## src/rtl/mxm_rd_gen.sv

```systemverilog
// Read-request generator for the matrix X memory: walks vec_size x n_rnds x n_vecs
// reads under credit flow control, then drains outstanding read data before done.
module mxm_rd_gen #(
  parameter int CREDITS = 16
) (
  input  logic        clk,
  input  logic        rst,
  input  logic        start,
  input  logic [15:0] cfg_vec_size,
  input  logic [15:0] cfg_n_rnds,
  input  logic [15:0] cfg_n_vecs,
  input  logic        empty,
  input  logic        dout_vld,
  input  logic        cred_ret,
  output logic        rd_en,
  output logic        rd_last_rnd,
  output logic [15:0] vec_size,
  output logic [15:0] vec_size_minus_1,
  output logic        active,
  output logic        done
);

  localparam logic [7:0] CRED_MAX = 8'(CREDITS);

  typedef enum logic [1:0] {S_IDLE, S_RUN, S_DRAIN, S_DONE} state_t;

  state_t      state_q, state_d;
  logic [15:0] vec_size_q, vec_size_d;
  logic [15:0] vsm1_q, vsm1_d;
  logic [15:0] n_rnds_q, n_rnds_d;
  logic [15:0] n_vecs_q, n_vecs_d;
  logic [15:0] ele_cnt_q, ele_cnt_d;
  logic [15:0] rnd_cnt_q, rnd_cnt_d;
  logic [15:0] vec_cnt_q, vec_cnt_d;
  logic [7:0]  cred_cnt_q, cred_cnt_d;
  logic [7:0]  out_cnt_q, out_cnt_d;
  logic        active_q, active_d;
  logic        done_q, done_d;
  logic        ele_last, rnd_last, vec_last, ret_ok, vld_ok;

  assign rd_en            = (state_q == S_RUN) && !empty && (cred_cnt_q != 8'd0);
  assign rd_last_rnd      = rnd_last;
  assign vec_size         = vec_size_q;
  assign vec_size_minus_1 = vsm1_q;
  assign active           = active_q;
  assign done             = done_q;

  always_comb begin
    ele_last = (ele_cnt_q == vsm1_q);
    rnd_last = (rnd_cnt_q == n_rnds_q - 16'd1);
    vec_last = (vec_cnt_q == n_vecs_q - 16'd1);

    // a return at full credit is dropped so the count can never overshoot
    ret_ok     = cred_ret && (cred_cnt_q != CRED_MAX);
    cred_cnt_d = cred_cnt_q;
    if (rd_en && !ret_ok)      cred_cnt_d = cred_cnt_q - 8'd1;
    else if (!rd_en && ret_ok) cred_cnt_d = cred_cnt_q + 8'd1;

    vld_ok    = dout_vld && (out_cnt_q != 8'd0);
    out_cnt_d = out_cnt_q;
    if (rd_en && !vld_ok)      out_cnt_d = out_cnt_q + 8'd1;
    else if (!rd_en && vld_ok) out_cnt_d = out_cnt_q - 8'd1;

    state_d    = state_q;
    vec_size_d = vec_size_q;
    vsm1_d     = vsm1_q;
    n_rnds_d   = n_rnds_q;
    n_vecs_d   = n_vecs_q;
    ele_cnt_d  = ele_cnt_q;
    rnd_cnt_d  = rnd_cnt_q;
    vec_cnt_d  = vec_cnt_q;

    case (state_q)
      S_IDLE: begin
        // the done cycle is still treated as busy so a start there is ignored
        if (start && !done_q) begin
          vec_size_d = cfg_vec_size;
          vsm1_d     = cfg_vec_size - 16'd1;
          n_rnds_d   = cfg_n_rnds;
          n_vecs_d   = cfg_n_vecs;
          ele_cnt_d  = 16'd0;
          rnd_cnt_d  = 16'd0;
          vec_cnt_d  = 16'd0;
          if (cfg_vec_size == 16'd0 || cfg_n_rnds == 16'd0 || cfg_n_vecs == 16'd0)
            state_d = S_DONE;
          else
            state_d = S_RUN;
        end
      end
      S_RUN: begin
        if (rd_en) begin
          if (ele_last) begin
            ele_cnt_d = 16'd0;
            if (rnd_last) begin
              rnd_cnt_d = 16'd0;
              vec_cnt_d = vec_cnt_q + 16'd1;
            end else begin
              rnd_cnt_d = rnd_cnt_q + 16'd1;
            end
          end else begin
            ele_cnt_d = ele_cnt_q + 16'd1;
          end
          if (ele_last && rnd_last && vec_last) state_d = S_DRAIN;
        end
      end
      S_DRAIN: begin
        if (out_cnt_d == 8'd0) state_d = S_DONE;
      end
      S_DONE:  state_d = S_IDLE;
      default: state_d = S_IDLE;
    endcase

    active_d = (state_d == S_RUN) || (state_d == S_DRAIN);
    done_d   = (state_q == S_DONE);
  end

  always_ff @(posedge clk or posedge rst) begin
    if (rst) begin
      state_q    <= S_IDLE;
      vec_size_q <= 16'd0;
      vsm1_q     <= 16'd0;
      n_rnds_q   <= 16'd0;
      n_vecs_q   <= 16'd0;
      ele_cnt_q  <= 16'd0;
      rnd_cnt_q  <= 16'd0;
      vec_cnt_q  <= 16'd0;
      cred_cnt_q <= CRED_MAX;
      out_cnt_q  <= 8'd0;
      active_q   <= 1'b0;
      done_q     <= 1'b0;
    end else begin
      state_q    <= state_d;
      vec_size_q <= vec_size_d;
      vsm1_q     <= vsm1_d;
      n_rnds_q   <= n_rnds_d;
      n_vecs_q   <= n_vecs_d;
      ele_cnt_q  <= ele_cnt_d;
      rnd_cnt_q  <= rnd_cnt_d;
      vec_cnt_q  <= vec_cnt_d;
      cred_cnt_q <= cred_cnt_d;
      out_cnt_q  <= out_cnt_d;
      active_q   <= active_d;
      done_q     <= done_d;
    end
  end

endmodule

```

## config.mk

```make
export PLATFORM = sky130hd
export DESIGN_NAME = mxm_rd_gen
export DESIGN_NICKNAME = d
export VERILOG_FILES = /design/src/rtl/mxm_rd_gen.sv
export SDC_FILE = /design/constraint.sdc
export NUM_CORES = 1
export LEC_CHECK = 0
export BUFFER_PORTS_ARGS = -buffer_cell sky130_fd_sc_hd__buf_2
export CAP_MARGIN = 20
export CORE_UTILIZATION = 45
export DETAILED_ROUTE_END_ITERATION = 8
export PLACE_DENSITY_LB_ADDON = 0.15
export SKIP_LAST_GASP = 1
export SLEW_MARGIN = 0
export SYNTH_ARGS = -nofsm -noshare
export SYNTH_HDL_FRONTEND = slang
export SYNTH_SLANG_ARGS = --single-unit
```

## constraint.sdc

```tcl
create_clock -name clk -period 3.2 [get_ports clk]
set_input_delay 0 -clock clk [delete_from_list [all_inputs] [get_ports clk]]
set_output_delay 0 -clock clk [all_outputs]
set_load 0.01 [all_outputs]
```

==> impl_metrics.yaml <==
timing:
  finalCriticalPeriod_ns: 3.02
  fin_skew_ns: 0.0110
  max_freq_mhz: 331
  worst_pin_slew_ns: 0.778
  setup_viol: 0
  slew_viol_final: 0
  hold_violations: 0
  min_period_over_period_pct: 94.4
  slew_headroom_pct: 48.2
layout:
  fillers: 1441
  syn_to_final_growth_pct: 25.3
  layoutNonFillerInstCount: 1261
  n_antenna_cell: 0
  fin_nets: 1099
  ff_latch_area_um2: 3300
  drive_above_1_share_pct: 15.7
  multi_input_area_um2: 4100
synthesis:
  synth.avg_cell_area_um2: 8.56
  synth_area_leaders: "dfrtp_1 (43%), nand2_1 (10%), xnor2_1 (7.1%)"
  ys_types: 56
  ys_seq_area_share_pct: 43.5
  syn_inst: 887
  synth_top_area_cell: "dfrtp_1"
  synth_edf_count: 0
  synth.most_common_cell: "nand2_1"
  synth_nets: 958
  synth_top_area_share_pct: 43.2
  synth_ff_type: "dfrtp_1"
  yosys-top-cells-count: "nand2_1 (204), dfrtp_1 (131), xnor2_1 (62), o21ai_0 (57), nor2_1 (56)"
  ys_seq_elements: 132
  async_flop_share_pct: 100
  syn_area_um2: 7600
  yosys_warnings: 0
grt:
  grt_pass1_vias: 6556
  grt-ovfl-total: 0
  antenna_found_initial: 0
  grt_first_pass_wirelength_mm: 33.0
  grt_max_degree: 70
  grt_use_total_pct: 23.9
floorplan:
  start_util_pct: 46.0
  rows: 47
  die_h_um: 132
  fp.coreArea_um2: 16500
  die_area_um2: 17400
  die_w_um: 132
  io_pins: 90
detailed_routing:
  viasPerCell: 5.37
  wl_per_cell_um: 15.7
  drt_iter0_drc: 420
  drtAntennaViolNets: 0
  first_pass_iters: 5
  wl_mm: 19.8
  vias: 6776
  drcViolationCount: 0
clocking:
  cts_tree: "yes"
  cts_max_path_buffers: 2
  clock-sinks: 132
  cts_root_buffer: "clkbuf_16"
  htreeDepth: 4
  clkLatencyLatePin_ns: 0.43
  path_clk_slew_ns: 0.06
  cts_buffers: 17
run_status:
  status: "complete, no violations"
power_and_ir_drop:
  powerDensity_nw_per_um2: 542
  p_total_mw: 5.16
  irDropWorstVdd_mv: 0.381
  p_leak_nw: 4.43
worst_setup_path:
  crit_arrival_ns: 3.37
  cp-end-kind: "register"
  worstSetupPathType: "reg2reg"
  crit_start: "n_rnds_q[0]$_DFFE_PP0P_"
  required_ns: 3.55
  r2r_setup_slack_ns: 0.18
  cp_max_fo: 14
  startpoint_type: "register"
  reg2reg_from: "n_rnds_q[0]$_DFFE_PP0P_"
run:
  cap_viol_max_count: 0
placed_design:
  dp_cells: 1179
  io_buffers: 89
  gp_congestion: 0.862
  hpwl_mm: 13.2
min_path:
  hp-class: "in2async"
-- area by class of cell --
class / count / area share, %
clock inverter: 14 / 1.95
inverter: 23 / 0.946
timing repair buffer: 160 / 11.8
clock buffer: 18 / 4.61
tap: 220 / 2.89
multi-input combinational: 694 / 43.1
sequential: 132 / 34.7
-- cells in the final DEF, fill, tap and decap left out, types with 4 or more instances in the layout --
master	n
and2_1	4
a31oi_1	10
o21ai_0	57
buf_4	20
nor4_1	24
nand4_1	20
clkinvlp_4	4
nor3_1	22
nor2_1	56
clkinv_2	5
mux2i_1	9
dfrtp_1	131
o41ai_1	4
ha_1	15
buf_2	89
nand2_1	204
inv_1	22
nand3_1	29
nor2b_1	4
clkbuf_16	17
dlygate4sd3_1	49
o31ai_1	4
nand2b_1	9
and3_1	20
bufinv_16	4
or4_1	8
a21oi_1	25
xnor2_1	62
xor2_1	43
or3_1	13
-- worst max-delay path: stages (launching register included) --
cell     delay [ns]
dfrtp_1        0.42
inv_1          0.09
ha_2           0.28
xnor2_1        0.12
nor4_1         0.46
nand4_1        0.17
or4_4          0.51
o21a_2         0.32
or4_1          0.48
o21ai_1        0.09
-- kinds of logic after synthesis --
family	after synthesis	share of synthesized area (%)
buffers and inverters	61	3.16
and+or+nand+nor	435	27.1
AOI/OAI and AO/OA	125	9.60
DFF	132	43.5
xor gates and xnor gates	105	12.1
adders and majority gates	18	3.03
muxes	11	1.48
-- flip-flops by register name, indices dropped and copies added, names as in the netlist --
signal and flops:
ele_cnt_q 16, n_rnds_q 16, n_vecs_q 16, rnd_cnt_q 16
vec_cnt_q 16, vec_size 16, vec_size_minus_1 16, cred_cnt_q 8
out_cnt_q 8, state_q 2, active 1, done 1
-- metal layers --
metal  up-vias  wire [um]  global-route usage (%)
li1       3343          -                       -
met1      3251       9180                    31.7
met2       146       9520                    39.0
met3        36        668                    4.34
met4         0        449                    8.98
met5         -          0                       0
-- power by group --
group / leakage (nW) / switching, mW / internal [mW]
clock network: 0.301 / 0.761 / 1.32
registers: 1.70 / 0.233 / 1.87
logic: 2.43 / 0.523 / 0.463
total: 4.43 / 1.52 / 3.65
-- final timing paths --
kind,cells past startpoint,to
setup / recovery,9,vec_cnt_q[14]$_DFFE_PP0P_
hold / removal,3,n_rnds_q[7]$_DFFE_PP0P_
setup reg to reg,9,vec_cnt_q[14]$_DFFE_PP0P_
hold reg to reg,2,vec_size[11]$_DFFE_PP0P_
max in group asynchronous,5,ele_cnt_q[4]$_DFFE_PP0P_
min in group clk,3,out_cnt_q[2]$_DFF_PP0_
-- stage by stage --
step	hold WS, ns	util, %	setup WS [ns]	instance area [um2]	TNS [ns]
6_report	0.00655	57.6	0.179	9520	0
5_1_grt	0.00960	57.6	-0.00750	9520	-0.00750
4_1_cts	0.00830	57.3	0.0793	9460	0
3_5_place_dp	0.209	50.5	0.119	8350	0
3_3_place_gp	0.209	50.5	0.174	8350	0
2_1_floorplan	0.0849	-	-0.212	7600	-0.212
-- what timing repair did --
item	in CTS	in global routing
setup endpoints to repair	0	11
gates resized for setup	0	7
setup buffers	0	0
hold endpoints to repair	103	0
hold buffers	49	0
Power figures use the tool's default switching activity.
